### src/rtl/mic_pcm_fifo_core_pkg.sv
// Shared constants for the PCM FIFO MMIO slot: register offsets and STATUS bit positions.
package mic_pcm_fifo_core_pkg;

  // Slot register offsets
  localparam logic [4:0] REG_DATA   = 5'd0;
  localparam logic [4:0] REG_STATUS = 5'd1;
  localparam logic [4:0] REG_POP    = 5'd2;
  localparam logic [4:0] REG_CTRL   = 5'd3;
  localparam logic [4:0] REG_WMARK  = 5'd4;

  // STATUS bit positions (count occupies [ADDR_W:0])
  localparam int unsigned ST_EMPTY = 16;
  localparam int unsigned ST_FULL  = 17;
  localparam int unsigned ST_OVF   = 18;
  localparam int unsigned ST_EN    = 19;
  localparam int unsigned ST_IRQ   = 20;

  // CTRL bit positions
  localparam int unsigned CTRL_EN  = 0;
  localparam int unsigned CTRL_CLR = 1;

endpackage

### src/rtl/pcm_sync_fifo.sv
// First-word-fall-through synchronous FIFO for PCM samples with push/pop/flush.
// Handshake: a push is taken when push=1 and the FIFO is not full, or when it is
// full and a pop is taken in the same cycle; a pop is taken when pop=1 and the
// FIFO is not empty. flush dominates both and empties the FIFO.
module pcm_sync_fifo #(
  parameter int ADDR_W = 6,
  parameter int DATA_W = 16
) (
  input  logic              clk,
  input  logic              reset,
  input  logic              push,
  input  logic              pop,
  input  logic              flush,
  input  logic [DATA_W-1:0] din,
  output logic [DATA_W-1:0] dout,
  output logic [ADDR_W:0]   count,
  output logic [ADDR_W:0]   count_next,
  output logic              full,
  output logic              empty
);

  localparam int DEPTH = 2 ** ADDR_W;
  localparam logic [ADDR_W:0]   FULL_COUNT = {1'b1, {ADDR_W{1'b0}}};
  localparam logic [ADDR_W:0]   CNT_ONE    = {{ADDR_W{1'b0}}, 1'b1};
  localparam logic [ADDR_W-1:0] PTR_ONE    = {{(ADDR_W-1){1'b0}}, 1'b1};

  logic [DATA_W-1:0] mem [DEPTH];
  logic [ADDR_W-1:0] wr_ptr;
  logic [ADDR_W-1:0] rd_ptr;
  logic              do_push;
  logic              do_pop;

  assign full  = (count == FULL_COUNT);
  assign empty = (count == '0);
  assign dout  = mem[rd_ptr];

  // Qualify strobes against occupancy and compute the next occupancy
  always_comb begin
    do_pop     = pop && !empty && !flush;
    do_push    = push && (!full || do_pop) && !flush;
    count_next = count;
    if (flush) begin
      count_next = '0;
    end else begin
      case ({do_push, do_pop})
        2'b10:   count_next = count + CNT_ONE;
        2'b01:   count_next = count - CNT_ONE;
        default: count_next = count;
      endcase
    end
  end

  // Pointer and occupancy registers; reset and flush both empty the FIFO
  always_ff @(posedge clk) begin
    if (reset || flush) begin
      wr_ptr <= '0;
      rd_ptr <= '0;
      count  <= '0;
    end else begin
      if (do_push) wr_ptr <= wr_ptr + PTR_ONE;
      if (do_pop)  rd_ptr <= rd_ptr + PTR_ONE;
      count <= count_next;
    end
  end

  // Sample storage, kept reset-free so it maps to distributed RAM
  always_ff @(posedge clk) begin
    if (do_push && !reset) mem[wr_ptr] <= din;
  end

endmodule

### src/rtl/mic_pcm_fifo_core.sv
// MMIO slot core buffering decimated PCM samples for software readout:
// register decode, enable/overflow/watermark registers, irq and read mux.
module mic_pcm_fifo_core
  import mic_pcm_fifo_core_pkg::*;
#(
  parameter int ADDR_W = 6,
  parameter int DATA_W = 16
) (
  input  logic              clk,
  input  logic              reset,
  input  logic              cs,
  input  logic              read,
  input  logic              write,
  input  logic [4:0]        addr,
  input  logic [31:0]       wr_data,
  output logic [31:0]       rd_data,
  input  logic [DATA_W-1:0] pcm_sample,
  input  logic              pcm_valid,
  output logic              fifo_irq
);

  logic              enable;
  logic              overflow;
  logic [ADDR_W:0]   wmark;
  logic              wr_en;
  logic              pop_req;
  logic              push_req;
  logic              clear;
  logic [DATA_W-1:0] head;
  logic [ADDR_W:0]   count;
  logic [ADDR_W:0]   count_next;
  logic              full;
  logic              empty;
  logic [31:0]       status;
  logic              unused_bits;

  assign wr_en    = cs && write;
  assign pop_req  = wr_en && (addr == REG_POP);
  assign clear    = wr_en && (addr == REG_CTRL) && wr_data[CTRL_CLR];
  assign push_req = pcm_valid && enable;

  // Reads have no side effects, and only the low data bits reach registers
  assign unused_bits = ^{read, wr_data[31:ADDR_W+1]};

  pcm_sync_fifo #(
    .ADDR_W(ADDR_W),
    .DATA_W(DATA_W)
  ) u_fifo (
    .clk       (clk),
    .reset     (reset),
    .push      (push_req),
    .pop       (pop_req),
    .flush     (clear),
    .din       (pcm_sample),
    .dout      (head),
    .count     (count),
    .count_next(count_next),
    .full      (full),
    .empty     (empty)
  );

  // Control registers: enable level, watermark, sticky overflow
  always_ff @(posedge clk) begin
    if (reset) begin
      enable   <= 1'b0;
      wmark    <= '0;
      overflow <= 1'b0;
    end else begin
      if (wr_en && (addr == REG_CTRL))  enable <= wr_data[CTRL_EN];
      if (wr_en && (addr == REG_WMARK)) wmark  <= wr_data[ADDR_W:0];
      if (clear) begin
        overflow <= 1'b0;
      end else if (push_req && full && !pop_req) begin
        overflow <= 1'b1;
      end
    end
  end

  // Watermark interrupt, tracking the occupancy that takes effect this edge
  always_ff @(posedge clk) begin
    if (reset) begin
      fifo_irq <= 1'b0;
    end else begin
      fifo_irq <= (wmark != '0) && (count_next >= wmark);
    end
  end

  // STATUS word assembly
  always_comb begin
    status            = '0;
    status[ADDR_W:0]  = count;
    status[ST_EMPTY]  = empty;
    status[ST_FULL]   = full;
    status[ST_OVF]    = overflow;
    status[ST_EN]     = enable;
    status[ST_IRQ]    = fifo_irq;
  end

  // Read mux over registered state; unmapped offsets read zero
  always_comb begin
    rd_data = '0;
    case (addr)
      REG_DATA:   rd_data = empty ? 32'd0 : {{(32-DATA_W){head[DATA_W-1]}}, head};
      REG_STATUS: rd_data = status;
      REG_CTRL:   rd_data[CTRL_EN] = enable;
      REG_WMARK:  rd_data[ADDR_W:0] = wmark;
      default:    rd_data = '0;
    endcase
  end

endmodule

### config.mk
export PLATFORM = sky130hd
export DESIGN_NAME = mic_pcm_fifo_core
export DESIGN_NICKNAME = d
export VERILOG_FILES = /design/src/rtl/mic_pcm_fifo_core_pkg.sv /design/src/rtl/pcm_sync_fifo.sv /design/src/rtl/mic_pcm_fifo_core.sv
export SDC_FILE = /design/constraint.sdc
export NUM_CORES = 1
export LEC_CHECK = 0
export BUFFER_PORTS_ARGS = -buffer_cell sky130_fd_sc_hd__buf_2
export CAP_MARGIN = 20
export CORE_UTILIZATION = 30
export CTS_CLUSTER_SIZE = 25
export DETAILED_ROUTE_END_ITERATION = 12
export PLACE_DENSITY_LB_ADDON = 0.05
export SLEW_MARGIN = 20
export SYNTH_ARGS = -nofsm -noshare
export SYNTH_HDL_FRONTEND = slang
export SYNTH_HIERARCHICAL = 1
export SYNTH_SLANG_ARGS = --single-unit
### constraint.sdc
create_clock -name clk -period 4.5 [get_ports clk]
set_input_delay 0.225 -clock clk [delete_from_list [all_inputs] [get_ports clk]]
set_output_delay 0.225 -clock clk [all_outputs]
set_load 0.02 [all_outputs]
-- After elaboration in Yosys (flattened, before gate mapping)
Memories as Yosys holds them, arrays and structs flattened. A register that Yosys moved wholly into a read port is not among the register bits.
Cells that the tools add are included.
- bits in registers: 29
- memory bits (writable): 1024
- bits of input ports: 59
- memories kept: 1
- add/sub/neg operators: 4
- magnitude comparators: 1
- eq/ne operators: 7
- multiplexer cells: 10
- reductions and logical operators: 25
- memories (memory ; words ; bits a word ; read ports ; clocked after Yosys merged registers in ; wr ports ; RTL line ; text):
    u_fifo.mem ; 64 ; 16 ; 1 ; 1 ; 1 ; pcm_sync_fifo.sv:27 ; logic [DATA_W-1:0] mem [DEPTH];
- operators by type and width (operator ; number):
    25-bit one-hot mux with 2 select lines ; 1
    32-bit two-way mux ; 1
    6-bit one-hot mux with 3 select lines ; 1
    1-bit logical AND ; 14
    7-bit one-hot mux with 2 select lines ; 1
    6-bit by 1-bit adder with 6-bit output (second input constant) ; 2
    6-bit two-way mux ; 2
    5-bit by 2-bit equality test with 1-bit output (second input constant) ; 2
    7-bit by 1-bit adder with 7-bit output (second input constant) ; 1
    7-bit equality test (second input constant) ; 1
    7-bit >= comparator ; 1
    7-bit logical NOT ; 1
    7-bit two-way mux ; 1
    7-bit nonzero test ; 1
    7-bit by 1-bit subtractor with 7-bit output (second input constant) ; 1
    5-bit by 1-bit equality test with 1-bit output (second input constant) ; 1
    5-bit by 3-bit equality test with 1-bit output (second input constant) ; 1
    1-bit logical NOT ; 5
    5-bit logical NOT ; 1
    1-bit one-hot mux with 4 select lines ; 1
    2-bit by 1-bit equality test with 1-bit output (second input constant) ; 1
    2-bit equality test (second input constant) ; 1
    1-bit logical OR ; 2
    1-bit two-way mux ; 2
    2-bit OR reduction ; 1

-- Logic depth before layout (Yosys ltp)
Gate-level depths: netlist (run 1).
- depth in word-level cells: 13
- gate-level depth with buffers: 17

-- Hierarchy
Netlist (run 1), hierarchy kept.
- by module, submodules not included (module ; times used ; cells an instance ; area each (um^2) ; seq. area each (um^2)):
    pcm_sync_fifo ; 1 ; 1880 ; 40590.2 ; 31250.0
    mic_pcm_fifo_core ; 1 ; 125 ; 933.4 ; 200.2

-- Worst setup path after synthesis (run 1)
OpenSTA, ideal clock, no wires.
- path kind: input to register
- start: input port addr[4]
- end: register fifo_irq
- library setup time: 115 ps
- arrival time: 3915 ps
- required time: 4385 ps
- setup slack: 470 ps
- cell stages on the path: 15
- path through: or4b_1 -> nor2_1 -> and2_1 -> clkbuf_1 -> a311oi_1 -> ha_1 -> ha_1 -> inv_1 -> or4_1 -> nand3_1 -> mux2_2 -> ha_1 -> a21oi_1 -> nand3_1 -> o21a_1
- cells in the longest elaborated chain, start to end: 13
- elaborated cells between the ends (all ways): 17
- classes of those cells: 1 x order compare; 4 x eq/ne; 2 x mux; 10 x reduce/logical
- RTL lines (what ; RTL line ; text):
    from (decl) ; mic_pcm_fifo_core.sv:14 ; input logic [4:0] addr,
    5-bit by 2-bit equality test with 1-bit output * ; mic_pcm_fifo_core.sv:39 ; assign clear = wr_en && (addr == REG_CTRL) && wr_data[CTRL_CLR];
    1-bit logical AND * (2 in a row) ; mic_pcm_fifo_core.sv:39 ;
    via clear ; mic_pcm_fifo_core.sv:28 ; logic clear;
    1-bit logical NOT ; pcm_sync_fifo.sv:39, pcm_sync_fifo.sv:40 ;
    1-bit logical AND ; pcm_sync_fifo.sv:39 ; do_pop = pop && !empty && !flush;
    1-bit logical OR ; pcm_sync_fifo.sv:40 ; do_push = push && (!full || do_pop) && !flush;
    1-bit logical AND (2 in a row) ; pcm_sync_fifo.sv:40 ;
    2-bit by 1-bit equality test with 1-bit output or 2-bit equality test (tied branches) ; pcm_sync_fifo.sv:45 ; case ({do_push, do_pop})
    7-bit one-hot mux with 2 select lines ; pcm_sync_fifo.sv:45 ;
    7-bit two-way mux * ; pcm_sync_fifo.sv:42 ; if (flush) begin
    via count_next[6] ; mic_pcm_fifo_core.sv:31 ; logic [ADDR_W:0] count_next;
    7-bit >= comparator * ; mic_pcm_fifo_core.sv:84 ; fifo_irq <= (wmark != '0) && (count_next >= wmark);
    1-bit logical AND * ; mic_pcm_fifo_core.sv:84 ;
    to (signal assigned) ; mic_pcm_fifo_core.sv:84 ;
    to (decl) ; mic_pcm_fifo_core.sv:19 ; output logic fifo_irq
The timed path passes the listed nets; every way through them passes the cells marked *.
A chain may end at the register's enable or synchronous reset.

==> impl_metrics.ini, run 1 <==
[yosys]
netlist_top_cells_area = sky130_fd_sc_hd__edfxtp_1 74%, sky130_fd_sc_hd__mux4_2 14%, sky130_fd_sc_hd__mux2i_1 1.9%
simple_gate_area_share_of_the_yosys_netlist = 0.0343
synth_async_sr_flop_share = 0
synth-main-ff-cell = sky130_fd_sc_hd__edfxtp_1
mean_post_synth_cell_area_sq_um = 20.7
yosysUniqueCellTypes = 62
postSynthCellCount = 2005
synth_xor_xnor_area_share = 0.00253
synth.top_cell.area_share = 0.741
synth_nets = 2080
edff_count_synth = 1024
synth_seq_cells = 1059
main_combinational_cell_family_by_area_after_synthesis = multiplexers
mappedNetlistArea_sq_mm = 0.0415
yosys.area_share.adder = 0.00500
synth.yosys.seq_area_share = 0.757
cell_taking_the_most_area_after_synthesis = sky130_fd_sc_hd__edfxtp_1
yosysWarningCount = 6
post_synth_most_frequent_cells = 1024 x sky130_fd_sc_hd__edfxtp_1, 260 x sky130_fd_sc_hd__mux4_2, 119 x sky130_fd_sc_hd__nor2_1, 77 x sky130_fd_sc_hd__mux2i_1, 58 x sky130_fd_sc_hd__nand2_1
share_of_the_synthesized_area_in_compound_gates_ao_oa_aoi_oai = 0.0251
most_repeated_cell_in_the_gate_level_netlist_after_synthesis = sky130_fd_sc_hd__edfxtp_1
post_synth_mux_area_share = 0.160

[floorplanning]
ios = 92
count_of_standard_cell_rows = 136
design.die.area_sq_mm = 0.140
die_width_microns = 374
die_height_microns = 374
floorplan.initialDensity = 0.302
core_region_area_sq_mm = 0.137

[cts]
clk_pin_slew_worst_paths_ns = 0.06
clk-insertion-delay-late_ns = 0.71
cts_buffers = 120
clk_root_buffer_cell = sky130_fd_sc_hd__clkbuf_16
cts_buffer_depth = 3
htree_levels = 3
cts_num_sinks = 1059
cts_tree = built

[sta]
max-slew-margin-rel = 0.339
rsz0062_at_grt = no
clock.fmax_mhz = 232
final-hold-violation-count = 0
setup_total_negative_slack_ns = 0
final_period_minus_worst_setup_slack_ns = 4.32
setup_violations = 0
maxSlewViolCount = 0
finalHoldWorstSlack_ns = 0.0702
fin_crit_sh = 0.959
worst_pin_slew_ns = 0.992
worst_clock_skew_ns = 0.0168

[setup_path]
reg2reg_from = u_fifo/count[0]
cp_peak_stage_delay_ns = 0.70
path_class = register to output port
timing.critical_path.arrival_ns = 4.09
critical_path.max_fanout = 21
crit_path_frequent_cell = sky130_fd_sc_hd__buf_12
cells_along_the_critical_path = buf_12 > buf_12 > mux4_2 > nor2b_1 > a211oi_1 > a21oi_1 > a221o_1 > nand2_4 > inv_1 > buf_2
timing.critical_path.required_ns = 4.28
buffers_and_inverters_on_the_worst_path = 4
r2r-end = fifo_irq
crit_path_capture_type = output port
timing.reg2reg.worst_path_depth = 14
critPathTopFamily = compound AO/OA/AOI/OAI gates
critPathSlowestCell = sky130_fd_sc_hd__dfxtp_4
timing.reg2reg.setup_slack_ns = 0.45
setup.worst_path.start_class = register

[global_routing]
grt_util_met3 = 0.0286
number_of_antenna_violations_at_the_first_check_in_global_routing = 5
grt_use_met1 = 0.242
grt_first_pass_wirelength_mm = 168
global_route.usage.met2 = 0.277
grt_pass1_vias = 21500
grt_overflow = 0
grt_util_all_layers = 0.172
grt_start_max_net_pins = 65
global_route_layer_with_the_greatest_usage = met2

[min_path]
timing.hold.worst_path_depth = 4
worstHoldStart = addr[2]
hold_path.class = input port to register
hold-path-endpoint = wmark[0]

[cells_and_area]
number_of_inserted_filler_cells_in_the_final_layout = 12700
layout.nets = 2331
share_of_post_route_cells_with_drive_strength_above_1 = 0.294
multi_input_logic_area_sq_mm = 0.00950
syn_to_final_growth_pct = 17.7
seqCellArea_sq_mm = 0.0315

[power_and_ir_drop]
power_switching_uw = 4140
clock_power_share = 0.455
comb_power_share = 0.011
power.density_cell_area_mw_per_mm2 = 414
power.share.sequential = 0.534
swShare = 0.204
vdd_ir_drop_max_v = 0.000290
internal-power_uw = 16100
static-leakage-power_uw = 0.0154

[route]
detail_route.drc_violations = 0
remaining_antenna_violation_count = 0
drt-vias-per-instance = 4.98
drt_iter0_markers = 1768
post_detailed_routing_wire_length_mm = 120
vias = 20700
detail_route.first_pass.iterations = 5
dr_wl_cell_microns = 28.9

[job]
drv.max_cap_violation_count = 0

[place]
placement.io_buffers = 65
dp_hpwl_mm = 72.8
gp_congestion = 0.786

[status]
status = complete, no violations
==> worst register-to-register path: cells and delay by family, from the launching register on <==
kind	cells	cell delay [ns]
flip-flops	1	0.37
AND/OR/NAND/NOR	5	1.40
multiplexers	1	0.35
AO/OA/AOI/OAI	5	0.82
adder cells (fa/ha/maj)	3	1.00
==> sequential cells by signal (all words and copies together) (netlist names), named ones only <==
signal	cells
fifo_irq	1
u_fifo/rd_ptr	6
u_fifo/count	7
overflow	1
enable	1
u_fifo/mem	1024
wmark	7
u_fifo/wr_ptr	6
==> metrics by stage <==
| step | power (uW) | instance area, sq um | instances | setup WS (ns) | util |
|---|---|---|---|---|---|
| 2_1_floorplan | 11000 | 41500 | 2005 | 0.470 | - |
| 3_3_place_gp | 11200 | 44900 | 3901 | 0.238 | 0.327 |
| 3_5_place_dp | 11200 | 44900 | 3901 | 0.162 | 0.327 |
| 4_1_cts | 20500 | 48900 | 4150 | 0.123 | 0.356 |
| 5_1_grt | 20900 | 48900 | 4150 | 0.0418 | 0.356 |
| 6_report | 20200 | 48900 | 4152 | 0.185 | 0.356 |
==> cell families after synthesis <==
kind of cell	count (synthesis)
multiplexers	339
XOR/XNOR	12
AO/OA/AOI/OAI	148
AND/OR/NAND/NOR	295
adder cells (fa/ha/maj)	16
flip-flops	1059
buffers and inverters	136
==> layer usage <==
layer / vias up / part of all wire
met2: 483 / 0.48
met5: - / 0.00010
li1: 8827 / -
met4: 2 / 0.017
met3: 132 / 0.048
met1: 11300 / 0.46
==> worst max path at each step <==
stage	slack (ns)	endpoint	cells after the start	startpoint
final	0.18	rd_data[24]	10	register
after global routing	0.04	rd_data[29]	10	register
after CTS	0.12	rd_data[30]	8	register
after detailed placement	0.16	fifo_irq	16	addr[0]
after global placement	0.24	fifo_irq	17	addr[0]
after floorplan	0.47	fifo_irq	15	addr[4]
==> cells in the final DEF, fill, tap and decap left out, types with 13 or more instances in the layout <==
cell type	synthesis	routed
sky130_fd_sc_hd__edfxtp_1	1024	1024
sky130_fd_sc_hd__mux4_2	260	260
sky130_fd_sc_hd__buf_4	12	147
sky130_fd_sc_hd__clkbuf_16	0	120
sky130_fd_sc_hd__nor2_1	119	92
sky130_fd_sc_hd__mux2i_1	77	77
sky130_fd_sc_hd__buf_2	37	64
sky130_fd_sc_hd__nand2_1	58	58
sky130_fd_sc_hd__clkinv_1	1	36
sky130_fd_sc_hd__dfxtp_1	35	31
sky130_fd_sc_hd__o21ai_0	30	30
sky130_fd_sc_hd__clkbuf_1	45	27
sky130_fd_sc_hd__nor2_2	0	26
sky130_fd_sc_hd__a21oi_1	24	24
sky130_fd_sc_hd__a221oi_1	24	24
sky130_fd_sc_hd__clkinv_2	0	22
sky130_fd_sc_hd__dlygate4sd3_1	0	20
sky130_fd_sc_hd__nor2b_1	20	20
sky130_fd_sc_hd__inv_1	17	17
sky130_fd_sc_hd__a211oi_1	16	16
sky130_fd_sc_hd__ha_1	15	15
sky130_fd_sc_hd__buf_12	0	14
sky130_fd_sc_hd__and2_1	13	13
sky130_fd_sc_hd__a22oi_1	13	13
sky130_fd_sc_hd__nand3_1	13	13
==> area by class of cell <==
class / instances / area share
antenna: 2 / 0.000102
clock buffer: 147 / 0.0635
clock inverter: 75 / 0.0118
inverter: 19 / 0.00146
multi-input combinational: 810 / 0.194
sequential: 1059 / 0.644
tap: 1794 / 0.0459
timing repair buffer: 246 / 0.0392
==> power by group through the flow <==
stage,Sequential (uW),Clock (uW),Combinational [uW]
2_1_floorplan,11000,0,10.5
3_3_place_gp,11000,0,218
3_5_place_dp,11000,0,230
4_1_cts,10800,9500,239
5_1_grt,10800,9820,251
6_report,10800,9210,229
==> repair_timing <==
item,4_1_cts,5_1_grt
endpoints found under the hold margin,73,0
buffers inserted,7,0
setup endpoints to repair,21,13
resized for setup,1,1
hold buffers,20,0
Power figures use the tool's default switching activity.
==> run 2, diff against run 1 <==
ABC_AREA = 1   (was unset)
MAX_ROUTING_LAYER = met4   (was unset)
==> impl_metrics.ini, run 2 <==
[status]
status = complete, no violations

[cells_and_area]
layout.cell_area.non_filler_sq_mm = 0.0513
largestRegisters = u_fifo/mem: 1024 flops, u_fifo/count: 7 flops, wmark: 7 flops
layout.nets = 4088
most_flops_register = u_fifo/mem
mostFrequentLayoutCell = sky130_fd_sc_hd__nand2_1
share_of_post_route_cells_with_drive_strength_above_1 = 0.111
mostFrequentLayoutCells = 1370 x sky130_fd_sc_hd__nand2_1, 1024 x sky130_fd_sc_hd__edfxtp_1, 900 x sky130_fd_sc_hd__nand3_1
syn_to_final_growth_pct = 15.5
post-route-util = 0.351
largest_register_ffs = 1024

[setup_path]
setup.worst_path.start_class = register
reg2reg_from = u_fifo/count[4]
timing.critical_path.required_ns = 4.28
timing.critical_path.arrival_ns = 3.89
crit_path_capture_type = output port
critical_path.max_fanout = 35
r2r-end = fifo_irq
cells_along_the_critical_path = buf_4 > buf_4 > nand2_1 > nand3_1 > nand3_1 > nand2_1 > nand2_1 > nand3_1 > nand3_1 > nand2_1 > inv_1 > nor2_1 > buf_2
cp_peak_stage_delay_ns = 0.45
timing.reg2reg.worst_path_depth = 23
path_class = register to output port
critPathSlowestCell = sky130_fd_sc_hd__dfxtp_4
timing.reg2reg.setup_slack_ns = 0.95

[yosys]
synth-main-ff-cell = sky130_fd_sc_hd__edfxtp_1
edff_count_synth = 1024
yosysUniqueCellTypes = 37
netlist_top_cells_area = sky130_fd_sc_hd__edfxtp_1 69%, sky130_fd_sc_hd__nand2_1 12%, sky130_fd_sc_hd__nand3_1 10%
synth_async_sr_flop_share = 0
synth.top_cell.area_share = 0.693
synth_seq_cells = 1059
yosysWarningCount = 6
post_synth_most_frequent_cells = 1370 x sky130_fd_sc_hd__nand2_1, 1024 x sky130_fd_sc_hd__edfxtp_1, 900 x sky130_fd_sc_hd__nand3_1, 123 x sky130_fd_sc_hd__nor2_1, 85 x sky130_fd_sc_hd__buf_2
mean_post_synth_cell_area_sq_um = 11.5
most_repeated_cell_in_the_gate_level_netlist_after_synthesis = sky130_fd_sc_hd__nand2_1
synth.yosys.seq_area_share = 0.709
cell_taking_the_most_area_after_synthesis = sky130_fd_sc_hd__edfxtp_1
synth_nets = 3947
mappedNetlistArea_sq_mm = 0.0444
postSynthCellCount = 3872

[min_path]
hold-path-endpoint = u_fifo/mem[29][6]
timing.hold.worst_path_depth = 1
worstHoldStart = pcm_sample[6]
hold_path.class = input port to register

[power_and_ir_drop]
clock_power_share = 0.471
power.density_cell_area_mw_per_mm2 = 408
comb_power_share = 0.013
vdd_ir_drop_max_v = 0.000253
power.total_uw = 20900
internal-power_uw = 16600
power_switching_uw = 4310
swShare = 0.206
static-leakage-power_uw = 0.0184
power.share.sequential = 0.516

[cts]
cts_num_sinks = 1059
htree_levels = 4
clk_root_buffer_cell = sky130_fd_sc_hd__clkbuf_16
cts_buffer_depth = 3
clk_pin_slew_worst_paths_ns = 0.06
cts_tree = built
cts_buffers = 130
clk-insertion-delay-late_ns = 0.75

[place]
post_dp_cell_area_sq_mm = 0.0470
gp_congestion = 0.772
placement.io_buffers = 65
dp_hpwl_mm = 83.7

[floorplanning]
count_of_standard_cell_rows = 140
design.die.area_sq_mm = 0.149
die_width_microns = 387
die_height_microns = 387
core_region_area_sq_mm = 0.146
floorplan.initialDensity = 0.303
ios = 92

[sta]
worst_clock_skew_ns = 0.0244
maxSlewViolCount = 0
finalHoldWorstSlack_ns = 0.0534
setup_violations = 0
final-hold-violation-count = 0
rsz0062_at_grt = no
final_period_minus_worst_setup_slack_ns = 4.11
max-slew-margin-rel = 0.323
worst_pin_slew_ns = 1.02
clock.fmax_mhz = 243
setup_total_negative_slack_ns = 0
fin_crit_sh = 0.914

[route]
remaining_antenna_violation_count = 0
dr_wl_cell_microns = 24.1
drt_iter0_markers = 2147
post_detailed_routing_wire_length_mm = 145
drt-vias-per-instance = 4.79
detail_route.drc_violations = 0
detail_route.first_pass.iterations = 5
vias = 28800

[global_routing]
grt_util_all_layers = 0.199
grt_start_max_net_pins = 121
number_of_antenna_violations_at_the_first_check_in_global_routing = 8
grt_overflow = 0
grt_pass1_vias = 28100
grt_first_pass_wirelength_mm = 209

[job]
drv.max_cap_violation_count = 0
run 2: changes by cell type after synthesis, sizes merged, moves of 24 or more:
cell    before   now
buf         72   214
mux4       260     0
a221oi      24     0
nand3       13   904
mux2i       77     0
inv         18    70
nand2       59  1371
run 2: area by class of cell:
class | count | area, sq um
Fill cell | 14500 | 95000
Sequential cell | 1059 | 31500
Multi-Input combinational cell | 2500 | 11100
Clock buffer | 172 | 3550
Tap cell | 1917 | 2400
Timing Repair Buffer | 248 | 2040
Clock inverter | 46 | 357
Inverter | 74 | 330
Antenna cell | 4 | 10.0
run 2: logic make-up after synthesis:
group | Yosys count | synth area share
fa+ha+maj | 16 | 0.00468
buf+inv | 313 | 0.0434
flops | 1059 | 0.709
compound gates | 34 | 0.00395
simple gates | 2443 | 0.238
xor+xnor | 7 | 0.00138
run 2: timing repair:
item                                    in CTS  in global routing
endpoints found under the hold margin       56                  0
hold buffers                                33                  0
endpoints found under the setup margin       0                  1
setup buffers                                0                  0
gates resized for setup                      0                  1
run 2: routing by layer:
metal,global-route usage,part of all wire,up-vias
met2,0.306,0.46,580
li1,-,-,13800
met5,-,0,-
met3,0.0266,0.039,184
met4,0.0533,0.022,0
met1,0.276,0.48,14300
run 2: through the flow:
| stage | setup WS [ns] | instances |
|---|---|---|
| floorplan | 1.08 | 3872 |
| global placement | 0.516 | 5765 |
| detailed placement | 0.538 | 5765 |
| CTS | 0.350 | 6016 |
| global route | 0.0321 | 6016 |
| finish | 0.387 | 6020 |
run 2: power groups by stage:
stage	Combinational [uW]	Sequential [uW]	Clock, uW
after floorplan	32.7	11000	0
after global placement	273	11000	0
after detailed placement	271	11000	0
after CTS	285	10800	10100
after global routing	298	10800	10500
final	275	10800	9850
run 2: how the worst max path moves through the flow:
stage | start | to | slack, ns | cells after the start
global placement | addr[0] | fifo_irq | 0.52 | 25
detailed placement | addr[0] | fifo_irq | 0.54 | 25
finish | register | rd_data[10] | 0.39 | 13
floorplan | addr[3] | fifo_irq | 1.08 | 27
CTS | register | rd_data[31] | 0.35 | 13
global route | addr[2] | fifo_irq | 0.03 | 28
run 2: worst max-delay path, delay by kind of cell, from the launching register on:
family	cells	cell delay, ns
buf+inv	4	1.04
flops	1	0.45
simple gates	9	1.62
